File: config.mk
export PLATFORM = sky130hd
export DESIGN_NAME = soundgen_tone_player_flat
export DESIGN_NICKNAME = d
export VERILOG_FILES = /design/src/rtl/soundgen_tone_player_if.sv /design/src/rtl/soundgen_tone_player.sv /design/src/flat_wrapper.sv
export SDC_FILE = /design/constraint.sdc
export NUM_CORES = 1
export LEC_CHECK = 0
export ABC_AREA = 1
export BUFFER_PORTS_ARGS = -buffer_cell sky130_fd_sc_hd__buf_2
export CAP_MARGIN = 30
export CORE_MARGIN = 2
export CORE_UTILIZATION = 40
export DETAILED_ROUTE_END_ITERATION = 12
export GPL_TIMING_DRIVEN = 0
export SLEW_MARGIN = 20
export SYNTH_ARGS = -nofsm -noshare
export SYNTH_HDL_FRONTEND = slang
export SYNTH_SLANG_ARGS = --single-unit
File: constraint.sdc
create_clock -name clk_i -period 1.7 [get_ports clk_i]
set_input_delay 0.085 -clock clk_i [delete_from_list [all_inputs] [get_ports clk_i]]
set_output_delay 0.085 -clock clk_i [all_outputs]
set_load 0.1 [all_outputs]
File: src/rtl/soundgen_tone_player_if.sv
// soundgen_tone_player_if
// Note-command channel between a note sequencer (master) and the tone
// player (slave).
//   note_valid_i   master -> slave  command valid
//   note_ready_o   slave  -> master player can take a command
//   note_period_i  master -> slave  half-period in clock cycles, 0 = rest
//   note_dur_i     master -> slave  note length in duration ticks
interface soundgen_tone_player_if #(
  parameter int PERIOD_BW = 12,
  parameter int DUR_BW    = 8
);
  logic                 note_valid_i;
  logic                 note_ready_o;
  logic [PERIOD_BW-1:0] note_period_i;
  logic [DUR_BW-1:0]    note_dur_i;

  modport master (
    output note_valid_i,
    output note_period_i,
    output note_dur_i,
    input  note_ready_o
  );

  modport slave (
    input  note_valid_i,
    input  note_period_i,
    input  note_dur_i,
    output note_ready_o
  );
endinterface

File: src/rtl/soundgen_tone_player.sv
// soundgen_tone_player
// Plays one (period, duration) note at a time as a 1-bit square wave,
// follows it with a fixed silent gap, then pulses note_done_o.
// Ports:
//   clk_i        clock, rising edge
//   rst_i        synchronous active-high reset
//   note         note-command channel (slave side)
//   audio_o      registered square-wave output
//   busy_o       high while a note or its gap is in progress
//   note_done_o  registered one-cycle completion pulse
module soundgen_tone_player #(
  parameter int PERIOD_BW = 12,
  parameter int DUR_BW    = 8,
  parameter int TICK_DIV  = 1000,
  parameter int GAP_TICKS = 1
) (
  input  logic                   clk_i,
  input  logic                   rst_i,
  soundgen_tone_player_if.slave  note,
  output logic                   audio_o,
  output logic                   busy_o,
  output logic                   note_done_o
);

  localparam int TW = (TICK_DIV > 1) ? $clog2(TICK_DIV) : 1;
  localparam int GW = (GAP_TICKS > 0) ? $clog2(GAP_TICKS + 1) : 1;
  localparam logic [TW-1:0] PRE_LAST = TW'(TICK_DIV - 1);
  localparam logic [GW-1:0] GAP_LOAD = GW'(GAP_TICKS);
  localparam bit            HAS_GAP  = (GAP_TICKS != 0);

  typedef enum logic [1:0] {
    IDLE = 2'd0,
    PLAY = 2'd1,
    GAP  = 2'd2
  } state_t;

  state_t               state;
  state_t               state_next;
  logic                 accept_s;
  logic                 done_s;
  logic                 pre_wrap_s;

  logic                 ready_r;
  logic                 busy_r;
  logic                 done_r;
  logic                 audio_r;
  logic [PERIOD_BW-1:0] period_r;
  logic [PERIOD_BW-1:0] hcnt_r;
  logic [DUR_BW-1:0]    rem_r;
  logic [TW-1:0]        pre_r;
  logic [GW-1:0]        gap_rem_r;

  assign note.note_ready_o = ready_r;
  assign busy_o            = busy_r;
  assign note_done_o       = done_r;
  assign audio_o           = audio_r;

  // Next-state and completion decode.
  always_comb begin
    state_next = state;
    done_s     = 1'b0;
    accept_s   = note.note_valid_i && ready_r;
    pre_wrap_s = (pre_r == PRE_LAST);
    case (state)
      IDLE: begin
        if (accept_s) begin
          if (note.note_dur_i != '0) begin
            state_next = PLAY;
          end else if (HAS_GAP) begin
            state_next = GAP;
          end else begin
            state_next = IDLE;
            done_s     = 1'b1;
          end
        end else begin
          state_next = IDLE;
        end
      end
      PLAY: begin
        // Last tick of the note ends on this prescaler wrap.
        if (pre_wrap_s && (rem_r == DUR_BW'(1))) begin
          if (HAS_GAP) begin
            state_next = GAP;
          end else begin
            state_next = IDLE;
            done_s     = 1'b1;
          end
        end else begin
          state_next = PLAY;
        end
      end
      GAP: begin
        if (pre_wrap_s && (gap_rem_r == GW'(1))) begin
          state_next = IDLE;
          done_s     = 1'b1;
        end else begin
          state_next = GAP;
        end
      end
      default: begin
        state_next = IDLE;
      end
    endcase
  end

  // State register, registered status outputs and note datapath.
  always_ff @(posedge clk_i) begin
    if (rst_i) begin
      state     <= IDLE;
      ready_r   <= 1'b0;
      busy_r    <= 1'b0;
      done_r    <= 1'b0;
      audio_r   <= 1'b0;
      period_r  <= '0;
      hcnt_r    <= '0;
      rem_r     <= '0;
      pre_r     <= '0;
      gap_rem_r <= '0;
    end else begin
      state   <= state_next;
      // Ready/busy are registered copies of the state being entered.
      ready_r <= (state_next == IDLE);
      busy_r  <= (state_next != IDLE);
      done_r  <= done_s;
      case (state)
        IDLE: begin
          hcnt_r    <= '0;
          pre_r     <= '0;
          audio_r   <= 1'b0;
          gap_rem_r <= GAP_LOAD;
          if (accept_s) begin
            period_r <= note.note_period_i;
            rem_r    <= note.note_dur_i;
          end else begin
            period_r <= period_r;
            rem_r    <= rem_r;
          end
        end
        PLAY: begin
          if (state_next != PLAY) begin
            // Leaving the tone phase: silence and restart the prescaler for the gap.
            hcnt_r  <= '0;
            pre_r   <= '0;
            audio_r <= 1'b0;
          end else begin
            if (pre_wrap_s) begin
              pre_r <= '0;
              rem_r <= rem_r - DUR_BW'(1);
            end else begin
              pre_r <= pre_r + TW'(1);
            end
            if (period_r == '0) begin
              hcnt_r  <= '0;
              audio_r <= 1'b0;
            end else if (hcnt_r == (period_r - PERIOD_BW'(1))) begin
              hcnt_r  <= '0;
              audio_r <= ~audio_r;
            end else begin
              hcnt_r <= hcnt_r + PERIOD_BW'(1);
            end
          end
        end
        GAP: begin
          audio_r <= 1'b0;
          hcnt_r  <= '0;
          if (pre_wrap_s) begin
            pre_r     <= '0;
            gap_rem_r <= gap_rem_r - GW'(1);
          end else begin
            pre_r <= pre_r + TW'(1);
          end
        end
        default: begin
          audio_r <= 1'b0;
          hcnt_r  <= '0;
          pre_r   <= '0;
        end
      endcase
    end
  end

endmodule

File: src/flat_wrapper.sv
// flat-port wrapper written by rule: the top's interface ports become plain ports
module soundgen_tone_player_flat 
#(
  parameter int PERIOD_BW = 12,
  parameter int DUR_BW    = 8,
  parameter int TICK_DIV  = 1000,
  parameter int GAP_TICKS = 1
)
  (clk_i, rst_i, audio_o, busy_o, note_done_o, note_note_valid_i, note_note_period_i, note_note_dur_i, note_note_ready_o);
  soundgen_tone_player_if #(.PERIOD_BW(PERIOD_BW), .DUR_BW(DUR_BW)) note_i ();
  input  logic clk_i;
  input  logic rst_i;
  output logic audio_o;
  output logic busy_o;
  output logic note_done_o;
  input wire logic [$bits(note_i.note_valid_i)-1:0] note_note_valid_i;
  input wire logic [$bits(note_i.note_period_i)-1:0] note_note_period_i;
  input wire logic [$bits(note_i.note_dur_i)-1:0] note_note_dur_i;
  output wire logic [$bits(note_i.note_ready_o)-1:0] note_note_ready_o;
  assign note_i.note_valid_i = note_note_valid_i;
  assign note_i.note_period_i = note_note_period_i;
  assign note_i.note_dur_i = note_note_dur_i;
  assign note_note_ready_o = note_i.note_ready_o;
  soundgen_tone_player #(.PERIOD_BW(PERIOD_BW), .DUR_BW(DUR_BW), .TICK_DIV(TICK_DIV), .GAP_TICKS(GAP_TICKS)) u_core (.clk_i(clk_i), .rst_i(rst_i), .note(note_i), .audio_o(audio_o), .busy_o(busy_o), .note_done_o(note_done_o));
endmodule
Word level (Yosys, flattened, before mapping)
Cells that the tools add are included.
W data, S select, Z words.
{"block": "word_totals", "elab_cells": 59, "output_inout_bits": 4, "input_bits": 23, "register_bits": 49}
{"block": "classes", "eq_ne": 10, "reduce_logical": 16, "bitwise_logic": 3, "n_mux": 15, "add_sub_neg": 5}
{"cell": "$mux W8", "count": 3}
{"cell": "$mux W10", "count": 2}
{"cell": "$pmux W10 S2", "count": 1}
{"cell": "$pmux W8 S2", "count": 1}
{"cell": "$add A12 B1 Y12 const B", "count": 1}
{"cell": "$eq A12 B12 Y1", "count": 1}
{"cell": "$logic_not A12 Y1", "count": 1}
{"cell": "$sub A12 B1 Y12 const B", "count": 1}
{"cell": "$add A10 B1 Y10 const B", "count": 1}
{"cell": "$eq A10 B10 Y1 const B", "count": 1}
{"cell": "$eq A8 B1 Y1 const B", "count": 1}
{"cell": "$mux W2", "count": 4}
{"cell": "$ne A2 B1 Y1 const B", "count": 4}
{"cell": "$reduce_bool A8 Y1", "count": 1}
{"cell": "$sub A8 B1 Y8 const B", "count": 1}
{"cell": "$pmux W2 S3", "count": 1}
{"cell": "$reduce_bool A2 Y1", "count": 3}
{"cell": "$reduce_or A5 Y1", "count": 1}
{"cell": "$logic_not A2 Y1", "count": 2}
{"cell": "$reduce_and A2 Y1", "count": 2}
{"cell": "$reduce_and A4 Y1", "count": 1}
{"cell": "$reduce_or A4 Y1", "count": 1}
{"cell": "$logic_and A1 B1 Y1", "count": 3}
{"cell": "$not A1 Y1", "count": 3}
{"cell": "7 further kinds", "count": 8}

Longest topological paths before layout
{"block": "depth", "word_depth": 7, "mapped_depth": 15, "mapped_depth_nobuf": 15}

Worst setup path before layout
OpenSTA, ideal clock, no wires.
{"block": "synth_path", "path_type": "reg2reg", "startpoint": "register u_core.ready_r, in the netlist u_core.note.note_ready_o", "endpoint": "register u_core.hcnt_r[8]", "n_path_buf": 1, "synth_period_minus_slack_ns": 2.209, "setup_time_ns": 0.062, "stages_incl_launch_ff": 12, "arrival_time_ns": 2.146, "setup_slack_ns": -0.509, "required_time_ns": 1.638, "cell_sequence": "dfxtp_1 > nand3_1 > inv_1 > o21ai_0 > nand2_1 > nand2_2 > nor2_4 > nand3_2 > inv_2 > nand2_2 > buf_6 > nor2_2"}
{"block": "synth_between", "elab_chain_cells": 5}
{"item": "start: declaration", "line_no": "soundgen_tone_player.sv:43", "rtl": "logic ready_r;"}
{"item": "start signal: assignment", "line_no": "soundgen_tone_player.sv:122", "rtl": "ready_r <= (state_next == IDLE);"}
{"item": "$logic_and A1 B1 Y1", "line_no": "soundgen_tone_player.sv:62", "rtl": "accept_s = note.note_valid_i && ready_r;"}
{"item": "$mux W2", "line_no": "soundgen_tone_player.sv:66", "rtl": "if (accept_s) begin"}
{"item": "$pmux W2 S3", "line_no": "soundgen_tone_player.sv:64", "rtl": "case (state)"}
{"item": "$ne A2 B1 Y1", "line_no": "soundgen_tone_player.sv:140", "rtl": "if (state_next != PLAY) begin"}
{"item": "$reduce_or A5 Y1 (no source line)"}
{"item": "end signal: assignment", "line_no": "soundgen_tone_player.sv:159", "rtl": "hcnt_r <= hcnt_r + PERIOD_BW'(1);"}
{"item": "end: declaration", "line_no": "soundgen_tone_player.sv:48", "rtl": "logic [PERIOD_BW-1:0] hcnt_r;"}
Every way passes these cells.
A chain may end at the register's enable or synchronous reset.

Worst setup path after layout
{"block": "layout_path", "startpoint": "register u_core.period_r[0]", "endpoint": "register u_core.hcnt_r[7]"}
{"block": "layout_between", "elab_chain_cells": 3, "word_cells_on_any_way": 4, "cone_classes": "add/sub (1); eq/ne (1); reduce/logical (2)"}
{"item": "start: declaration", "line_no": "soundgen_tone_player.sv:47", "rtl": "logic [PERIOD_BW-1:0] period_r;"}
{"item": "start signal: assignment", "line_no": "soundgen_tone_player.sv:132", "rtl": "period_r <= note.note_period_i;"}
{"item": "start signal: assignment", "line_no": "soundgen_tone_player.sv:135", "rtl": "period_r <= period_r;"}
{"item": "$sub A12 B1 Y12", "line_no": "soundgen_tone_player.sv:155", "rtl": "end else if (hcnt_r == (period_r - PERIOD_BW'(1))) begin"}
{"item": "$eq A12 B12 Y1", "line_no": "soundgen_tone_player.sv:155"}
{"item": "$reduce_or A5 Y1 (no source line) *"}
Mark *: on every way between the ends. The rest lies on a longest branch, timed or not.

==> impl_metrics.py <==
metrics = {
    "run_status": {
        "status": "finished, violations left",
        "violations": "setup timing",
    },
    "sta": {
        "worstMarginPinSlew_ns": 0.4957,
        "finClkSkew_ns": 0.007256,
        "layout_setup_ws_ns": -0.1960,
        "slew_headroom_pct": 66.65,
        "slew_violations": 0,
        "finalSetupViolCount": 24,
        "hold_violations": 0,
        "rsz0062_at_grt": "true",
        "fmax_ghz": 0.5274,
        "period_minus_slack_ns": 1.896,
        "fin_crit_sh_pct": 111.5,
    },
    "drt": {
        "drtIter0Drc": 112,
        "drcViolationCount": 0,
        "first_pass_iters": 4,
        "vias_per_cell": 4.694,
        "finalWirelength_mm": 7.010,
        "wl_per_cell_um": 11.78,
        "antenna_left": 0,
        "dr_total_vias": 2793,
    },
    "yosys": {
        "synth_area_leaders": "dfxtp_1 33%, nand2_1 11%, nor2_1 7.9%",
        "syn_area_per_cell_sq_um": 6.781,
        "synth_seq_cells": 49,
        "yosysWarnings": 0,
        "syn_inst": 436,
        "async_reset_ff_share_pct": 0,
        "synth_top_cell_area_share_pct": 33.18,
        "ys_types": 35,
        "synthTopCellsByCount": "83 x nand2_1, 62 x nor2_1, 61 x inv_1",
        "synth_area_sq_mm": 0.002957,
        "yosys.area.top_type": "dfxtp_1",
        "synth_nets": 468,
        "synth.most_common_cell": "nand2_1",
        "yosys_most_used_dff": "dfxtp_1",
        "synth_edf_count": 0,
        "ys_seq_area_share_pct": 33.18,
    },
    "global_routing": {
        "grt_use_total_pct": 17.16,
        "grt_start_max_net_pins": 15,
        "grt_overflow_total": 0,
        "grt_pass1_vias": 2638,
        "antenna_found_initial": 0,
        "grt_pass1_wl_mm": 11.41,
    },
    "clock_network": {
        "clk_latency_ns": 0.31,
        "cts.path.max_buffers": 2,
        "clock-sinks": 49,
        "clkTransAtPathRegs_ns": 0.10,
        "htreeDepth": 2,
        "cts_buffers": 5,
        "cts_root_buf": "clkbuf_8",
        "tritoncts": "done",
    },
    "die": {
        "start_util_pct": 40.98,
        "core_area_sq_mm": 0.007214,
        "die_x_um": 89.98,
        "ios": 27,
        "fp-row-count": 31,
        "dieArea_sq_mm": 0.008096,
        "die_h_um": 89.98,
    },
    "setup_path": {
        "critPathMaxStageDelay_ns": 0.37,
        "path_cells": "inv_4 -> ha_4 -> xor2_1 -> and2_4 -> nand2_2 -> nor2_2 -> nand3_1 -> nor2_1 -> nand4_1 -> nand2_2 -> buf_12 -> buf_16 -> nor2_2",
        "worst_setup_path_start_kind": "flop",
        "end_kind": "flop",
        "crit_family": "simple AND/OR/NAND/NOR gates",
        "worst-path-buf-inv": 3,
        "crit_type": "flop to flop",
        "cpMaxStageDelayCell": "dfxtp_2",
        "cp_data_required_time_ns": 1.90,
        "cp_max_fo": 5,
        "cp.arrival_ns": 2.10,
    },
    "place": {
        "portBuffers": 26,
        "place_hpwl_mm": 4.883,
        "gp_congestion": 0.8579,
        "dpl.cell_count": 561,
        "preCtsSetupSlack_ns": -0.3402,
    },
    "power": {
        "finalPower_w": 0.002730,
        "power.leakage_nw": 1.635,
        "irDropWorstVdd_uv": 412.6,
        "power.density_mw_per_mm2": 726.4,
    },
    "final_layout": {
        "drive_gt1_share_pct": 29.84,
        "fillers": 730,
        "fin_cells": 595,
        "multiInputGateArea_sq_mm": 0.001897,
        "register_area_sq_um": 997.2,
        "areaGrowthSynthToFinish_pct": 27.13,
        "num_antenna_cells": 0,
        "nNetsFinal": 527,
    },
    "min_path": {
        "hold_class": "primary input to flop",
    },
    "flow_run": {
        "drv_cap": 0,
    },
}
power breakdown:
| group | leakage (nW) | total [W] | switching, W | internal, W |
|---|---|---|---|---|
| combinational | 1.19 | 0.000779 | 0.000470 | 0.000309 |
| clock | 0.0385 | 0.000704 | 0.000411 | 0.000293 |
| sequential | 0.403 | 0.00125 | 0.0000480 | 0.00120 |
worst register-to-register path, cell delays in order (launching register included):
cell and delay (ns):
dfxtp_2 0.37, inv_4 0.05, ha_4 0.25, xor2_1 0.14, and2_4 0.16, nand2_2 0.04
nor2_2 0.08, nand3_1 0.07, nor2_1 0.13, nand4_1 0.10, nand2_2 0.14, buf_12 0.12
buf_16 0.11, nor2_2 0.03
registers in the layout, summed over array words and instances, names as in the netlist:
| register | flops |
|---|---|
| u_core.audio_o | 1 |
| u_core.hcnt_r | 12 |
| u_core.period_r | 12 |
| u_core.gap_rem_r | 1 |
| u_core.state | 2 |
| u_core.note_done_o | 1 |
| u_core.rem_r | 8 |
| u_core.note.note_ready_o | 1 |
| u_core.busy_o | 1 |
| u_core.pre_r | 10 |
cell type report:
cell class	instances	share of cell area (%)
well taps	99	3.296
multi-input cells	316	50.47
clock inverters	1	0.1997
inverters	65	6.724
repair buffers	51	9.720
plain buffers	7	1.032
flip-flops and latches	49	26.53
clock buffers	7	2.031
metal layers:
metal	share of wire (%)	vias up	GRT usage, %
met5	0	-	0
met1	43	1260	19.72
met4	1.1	0	4.359
li1	-	1491	-
met2	54	33	32.77
met3	2.4	9	2.934
cell usage in the layout, fill, tap and decap left out, types with 4 or more instances in the layout:
cell type  netlist  final
dfxtp_2          0     10
dfxtp_1         49     38
buf_6            1      4
nand3_2          4      4
o21ai_0         22     20
clkbuf_8         0      5
nand2_2          7     10
buf_2            2     27
nor2_4           2      4
ha_1             9      4
nand2_1         83     75
xnor2_1          7      7
buf_4            0     20
clkbuf_1         4      5
nand2_4          1      7
nand4_1          5      5
nand3_1         38     36
xor2_1          22     22
nor2_1          62     52
a21oi_1         21     19
nor2_2          15     23
inv_2            3      7
inv_1           61     54
per-stage QoR:
stage	hold WS [ns]	util [%]	cell area, sq um	TNS, ns
2_1_floorplan	0.2287	-	2962	0
3_3_place_gp	0.3525	44.57	3216	-7.820
3_5_place_dp	0.3592	44.57	3216	-8.092
4_1_cts	0.02738	49.57	3576	-2.222
5_1_grt	0.02376	52.10	3759	-5.519
6_report	0.02606	52.10	3759	-2.548
path summary, 6_finish.rpt:
| kind | start | to | slack (ns) | cells past startpoint |
|---|---|---|---|---|
| setup / recovery | u_core.period_r[0] | u_core.hcnt_r[7] | -0.20 | 13 |
| hold / removal | note_note_period_i[11] | u_core.period_r[11] | 0.03 | 3 |
| hold reg to reg | u_core.audio_o | u_core.audio_o | 0.48 | 2 |
| setup reg to reg | u_core.period_r[0] | u_core.hcnt_r[7] | -0.20 | 13 |
what timing repair did:
action | CTS | global route
resized for setup | 32 | 44
setup endpoints to repair | 31 | 31
buffers inserted | 16 | 8
gates cloned | 2 | 1
pin swaps | 18 | 20
hold buffers | 0 | 0
kinds of logic after synthesis:
| logic type | count (synthesis) | synth area share [%] |
|---|---|---|
| AO/OA/AOI/OAI | 49 | 8.888 |
| XOR/XNOR | 29 | 8.591 |
| adder cells (fa/ha/maj) | 9 | 3.809 |
| buffers and inverters | 73 | 9.648 |
| flip-flops | 49 | 33.18 |
| AND/OR/NAND/NOR | 227 | 35.89 |
Note: power is estimated with default switching activity, not from simulation.
